--- config.mk ---
export PLATFORM = sky130hd
export DESIGN_NAME = service_desk_top
export DESIGN_NICKNAME = d
export VERILOG_FILES = /design/src/rtl/service_desk_pkg.sv /design/src/rtl/cust_fifo.sv /design/src/rtl/service_desk_top.sv
export SDC_FILE = /design/constraint.sdc
export NUM_CORES = 1
export LEC_CHECK = 0
export CAP_MARGIN = 20
export CORE_MARGIN = 2
export CORE_UTILIZATION = 40
export CTS_CLUSTER_SIZE = 40
export DETAILED_ROUTE_END_ITERATION = 8
export GPL_TIMING_DRIVEN = 0
export PLACE_DENSITY_LB_ADDON = 0.2
export REMOVE_ABC_BUFFERS = 1
export SLEW_MARGIN = 20
export SYNTH_ARGS = -nofsm -noshare
export SYNTH_HDL_FRONTEND = slang
export SYNTH_SLANG_ARGS = --single-unit
--- constraint.sdc ---
create_clock -name clk -period 1.6 [get_ports clk]
set_clock_uncertainty 0.05 [all_clocks]
set_input_delay 0.32 -clock clk [delete_from_list [all_inputs] [get_ports clk]]
set_output_delay 0.32 -clock clk [all_outputs]
set_load 0.1 [all_outputs]
--- src/rtl/service_desk_pkg.sv ---
// Shared constants, customer record and slot-select helper for the service desk.
package service_desk_pkg;

   localparam int unsigned NUM_CTR = 3;
   localparam int unsigned Q_DEPTH = 3;
   localparam int unsigned NUM_W   = 4;
   localparam int unsigned TIME_W  = 4;
   localparam int unsigned CNT_W   = 2;
   localparam int unsigned IDX_W   = 3;
   localparam int unsigned CUST_W  = NUM_W + TIME_W;
   localparam int unsigned QBUS_W  = Q_DEPTH * CUST_W;

   typedef struct packed {
      logic [NUM_W-1:0]  num;
      logic [TIME_W-1:0] tm;
   } cust_t;

   // Select queue slot k from the flat slot bus (slot 0 in the low byte).
   function automatic cust_t slot_pick(input logic [QBUS_W-1:0] bus,
                                       input logic [CNT_W-1:0]  k);
      cust_t c;
      case (k)
         2'd0:    c = cust_t'(bus[7:0]);
         2'd1:    c = cust_t'(bus[15:8]);
         2'd2:    c = cust_t'(bus[23:16]);
         default: c = '0;
      endcase
      return c;
   endfunction

endpackage

--- src/rtl/cust_fifo.sv ---
// 3-deep shift queue of customers: pops 0..3 from the head, one push at the tail.
import service_desk_pkg::*;

module cust_fifo (
   input  logic              clk,
   input  logic              rst_n,
   input  logic [CNT_W-1:0]  pop_cnt,
   input  logic              push,
   input  cust_t             push_data,
   output logic [CNT_W-1:0]  count,
   output logic [QBUS_W-1:0] slots
);

   cust_t            q     [Q_DEPTH];
   cust_t            q_nxt [Q_DEPTH];
   logic [CNT_W-1:0] count_nxt;
   logic [CNT_W-1:0] remain;

   // Shift surviving entries toward slot 0, then append the push at the new tail.
   always_comb begin
      remain    = count - pop_cnt;
      count_nxt = remain;
      for (int k = 0; k < Q_DEPTH; k++) begin
         q_nxt[k] = '0;
         for (int s = 0; s < Q_DEPTH; s++) begin
            if ((IDX_W'(s) == IDX_W'(k) + IDX_W'(pop_cnt)) && (IDX_W'(s) < IDX_W'(count))) begin
               q_nxt[k] = q[s];
            end
         end
      end
      if (push && (remain < CNT_W'(Q_DEPTH))) begin
         for (int k = 0; k < Q_DEPTH; k++) begin
            if (CNT_W'(k) == remain) begin
               q_nxt[k] = push_data;
            end
         end
         count_nxt = remain + CNT_W'(1);
      end
   end

   // Queue storage and occupancy.
   always_ff @(posedge clk or negedge rst_n) begin
      if (!rst_n) begin
         count <= '0;
         for (int k = 0; k < Q_DEPTH; k++) begin
            q[k] <= '0;
         end
      end else begin
         count <= count_nxt;
         for (int k = 0; k < Q_DEPTH; k++) begin
            q[k] <= q_nxt[k];
         end
      end
   end

   for (genvar k = 0; k < Q_DEPTH; k++) begin : g_slot
      assign slots[k*CUST_W +: CUST_W] = q[k];
   end

endmodule

--- src/rtl/service_desk_top.sv ---
// Three-counter service desk with a 3-entry waiting queue.
// Define SERVICE_DESK_QDBG_EN to expose the queue contents on qdbg.
import service_desk_pkg::*;

module service_desk_top (
   input  logic        clk,
   input  logic        rst_n,
   input  logic        in_valid,
   input  logic [3:0]  in_num,
   input  logic [3:0]  in_time,
   output logic [3:0]  num1,
   output logic [3:0]  clk1,
   output logic [3:0]  num2,
   output logic [3:0]  clk2,
   output logic [3:0]  num3,
   output logic [3:0]  clk3,
   output logic [23:0] qdbg
);

   logic              rst_meta_n;
   logic              rst_sync_n;
   cust_t             ctr_q [NUM_CTR];
   cust_t             ctr_d [NUM_CTR];
   logic [CNT_W-1:0]  q_count;
   logic [QBUS_W-1:0] q_slots;
   logic [CNT_W-1:0]  pop_cnt;
   logic              push;
   cust_t             arrival;
   logic              arrival_ok;
   logic              placed;
   logic [NUM_CTR-1:0] taken;

   // Reset synchronizer: asynchronous assertion, release aligned to clk.
   always_ff @(posedge clk or negedge rst_n) begin
      if (!rst_n) begin
         rst_meta_n <= 1'b0;
         rst_sync_n <= 1'b0;
      end else begin
         rst_meta_n <= 1'b1;
         rst_sync_n <= rst_meta_n;
      end
   end

   // Arbitration: service countdown, queue pops into idle counters, then the arrival.
   always_comb begin
      pop_cnt    = '0;
      push       = 1'b0;
      placed     = 1'b0;
      taken      = '0;
      arrival    = '{num: in_num, tm: in_time};
      arrival_ok = in_valid && (in_time != '0);
      for (int i = 0; i < NUM_CTR; i++) begin
         ctr_d[i] = ctr_q[i];
         if (ctr_q[i].tm != '0) begin
            ctr_d[i].tm = ctr_q[i].tm - TIME_W'(1);
            if (ctr_q[i].tm == TIME_W'(1)) begin
               ctr_d[i].num = '0;
            end
         end
      end
      for (int i = 0; i < NUM_CTR; i++) begin
         if ((ctr_q[i].tm == '0) && (pop_cnt < q_count)) begin
            ctr_d[i] = slot_pick(q_slots, pop_cnt);
            taken[i] = 1'b1;
            pop_cnt  = pop_cnt + CNT_W'(1);
         end
      end
      if (arrival_ok && (q_count == '0)) begin
         for (int i = 0; i < NUM_CTR; i++) begin
            if ((ctr_q[i].tm == '0) && !taken[i] && !placed) begin
               ctr_d[i] = arrival;
               placed   = 1'b1;
            end
         end
      end
      if (arrival_ok && !placed && ((q_count - pop_cnt) < CNT_W'(Q_DEPTH))) begin
         push = 1'b1;
      end
   end

   // Counter registers.
   always_ff @(posedge clk or negedge rst_sync_n) begin
      if (!rst_sync_n) begin
         for (int i = 0; i < NUM_CTR; i++) begin
            ctr_q[i] <= '0;
         end
      end else begin
         for (int i = 0; i < NUM_CTR; i++) begin
            ctr_q[i] <= ctr_d[i];
         end
      end
   end

   cust_fifo u_fifo (
      .clk       (clk),
      .rst_n     (rst_sync_n),
      .pop_cnt   (pop_cnt),
      .push      (push),
      .push_data (arrival),
      .count     (q_count),
      .slots     (q_slots)
   );

   assign num1 = ctr_q[0].num;
   assign clk1 = ctr_q[0].tm;
   assign num2 = ctr_q[1].num;
   assign clk2 = ctr_q[1].tm;
   assign num3 = ctr_q[2].num;
   assign clk3 = ctr_q[2].tm;

`ifdef SERVICE_DESK_QDBG_EN
   assign qdbg = q_slots;
`else
   assign qdbg = 24'h0;
`endif

endmodule

==> qor.yml <==
logic_synthesis:
  synth-simple-area-share_pct: 15.2
  synth_area_mm2: 0.00392
  synth_area_leader_cell: "dfrtp_1"
  yosysSeqAreaShare_pct: 33.2
  synth-edff-count: 0
  synth_top_family_by_area: "compound AO/OA/AOI/OAI gates"
  synth_compound_area_share_pct: 26.4
  synth_cell_types: 58
  synthMostInstantiatedCell: "dfrtp_1"
  synth_commonest_cells: "dfrtp_1 (52), nand2_1 (41), o21ai_0 (40)"
  yosys_warnings: 0
  synth-xor-area-share_pct: 1.31
  synth-seq-cells: 52
  synth.avg_cell_area_um2: 8.61
  synth_top_area_share_pct: 33.2
  synth.area.mux_share_pct: 8.63
  synth_area_leaders: "dfrtp_1 (33%), mux2i_1 (6.9%), ha_1 (5.4%)"
  synthAdderAreaFrac_pct: 5.43
  async_flop_share_pct: 100
  synth_ff_type: "dfrtp_1"
  syn-instance-count: 455
floorplanning:
  die_h_um: 103
  core_area_mm2: 0.00964
  rows: 36
  die_area_mm2: 0.0106
  die_w_um: 103
  initial_utilization_pct: 40.6
  pin_count: 59
placed_design:
  place.gp.congestion: 0.879
  io_buffers: 34
  dp_cells: 590
  dpl.hpwl_um: 7830
worst_hold_path:
  min_path_type: "in2async"
grt:
  grt_pass1_wl_um: 20000
  grt_max_degree: 51
  busiest_layer: "met2"
  use_met1_pct: 33.2
  overflow: 0
  grt_usage_pct: 25.1
  grt_antenna_before_repair: 0
  grt_util_met2_pct: 40.2
  use_met3_pct: 4.20
  grt_pass1_vias: 3581
clock_network:
  cts_made_buffers: 5
  clk_latency_ns: 0.32
  clk_pin_slew_ns: 0.09
  clock-sinks: 52
  postCtsHoldBufs: 0
  htree_levels: 2
  tritoncts: "yes"
  clock-root-buffer: "clkbuf_8"
  cts_buffer_depth: 2
sta:
  final.period_utilization_pct: 251
  finalSetupViolations: 49
  fmax_mhz: 249
  tightest_slew_ns: 1.24
  worst_slack_ns: -2.41
  whs_ns: 0.108
  layout_min_cycle_time_ns: 4.01
  max_slew_margin_pct: 16.3
  final_max_slew_viol_count: 0
  finalHoldViolCount: 0
  grt_setup_unrepaired: "true"
outcome:
  status: "complete, but fails checks"
  violations: "setup timing"
critical_path:
  cp-start-kind: "flip-flop"
  worstSetupEndpointType: "flip-flop"
  crit_path_start: "clk1[0]"
  arrival_ns: 4.15
  required_ns: 1.74
  cp_max_fo: 5
  worstReg2RegStart: "clk1[0]"
  critPathKind: "reg2reg"
route:
  routed_wl_um: 13600
  wl_per_cell_um: 20.4
  postRouteAntennaNets: 0
  vias: 3973
  drc: 0
  initialDrtViolationCount: 419
  dr.pass1.iters: 6
  vias_per_cell: 5.97
layout:
  fin_cells: 666
  antennaDiodeCount: 0
  area_delta_synth_final_pct: 36.3
  fin_nets: 560
  drive_above_1_share_pct: 36.0
run:
  drv_cap: 0
-- cell families (layout without fill, tap and decap cells) --
group,Yosys count,after routing
xor gates and xnor gates,5,5
DFF,52,52
buffers and inverters,72,126
adders and majority gates,17,17
other,2,25
AOI/OAI and AO/OA,154,154
and+or+nand+nor,120,121
muxes,33,33
-- cells in the final DEF (no fill, tap or decap), types with 10 or more instances in the layout --
cell	count
nor2_1	11
buf_2	15
conb_1	25
o21ai_1	12
buf_6	10
buf_4	57
o21ai_0	30
mux2i_1	25
dfrtp_1	48
nand2_1	37
a22oi_1	19
inv_1	11
a21oi_1	22
-- final cells by class --
cell class              instances  area (µm²)
fillers                       871        4300
multi-input cells             355        2800
flip-flops and latches         52        1310
repair buffers                101         896
well taps                     133         166
clock buffers                   6        82.6
inverters                      17        71.3
clock inverters                 2        10.0
-- routing by layer --
layer | vias to the layer above | wire [µm]
li1 | 1787 | -
met1 | 1912 | 5350
met2 | 230 | 6470
met3 | 44 | 1130
met4 | 0 | 613
met5 | - | 0
-- final timing paths --
kind / end / slack, ns / cells past startpoint
setup / recovery: u_fifo.slots[7] / -2.41 / 19
hold reg to reg: rst_sync_n / 0.31 / 0
min in group clk: rst_sync_n / 0.31 / 0
setup reg to reg: u_fifo.slots[7] / -2.41 / 19
hold / removal: rst_sync_n / 0.11 / 1
max in group asynchronous: u_fifo.count[1] / 0.68 / 0
-- registers in the layout (all words and copies together) (netlist names) --
register	count
u_fifo.slots	24
clk1	4
clk2	4
clk3	4
num1	4
num2	4
num3	4
u_fifo.count	2
rst_meta_n	1
rst_sync_n	1
-- metrics by stage --
step	setup TNS, ns	instance area [µm²]	utilization [%]	setup slack, ns
after floorplan	-152.79	3690	-	-4.45
after global placement	-220.42	4190	43.5	-5.28
after detailed placement	-178.45	4200	43.6	-5.02
after CTS	-75.85	5070	52.6	-2.25
after global routing	-86.08	5340	55.4	-2.50
final	-80.94	5340	55.4	-2.41
-- worst max-delay path, cell delays in order, from the launching register on --
cell     delay, ns
dfrtp_1       0.41
inv_2         0.08
ha_4          0.13
or3b_4        0.40
a21oi_4       0.17
nor2_4        0.07
ha_4          0.17
ha_4          0.17
nor4b_4       0.29
o21ai_4       0.14
xnor2_2       0.16
ha_2          0.19
xnor2_2       0.20
xnor2_2       0.16
buf_4         0.18
ha_4          0.12
nor3b_4       0.33
nand3_4       0.17
o21ai_1       0.19
o21ai_1       0.11
-- timing repair --
action | in CTS | in global routing
hold endpoints to repair | 0 | 0
endpoints found under the setup margin | 74 | 61
pin swaps | 21 | 9
buffers inserted | 47 | 19
gates resized for setup | 202 | 76
cloned | 3 | 0
Power is left out: the tool's default activity adds up to more than one toggle a clock period on the data nets, which glitch-free logic cannot reach.
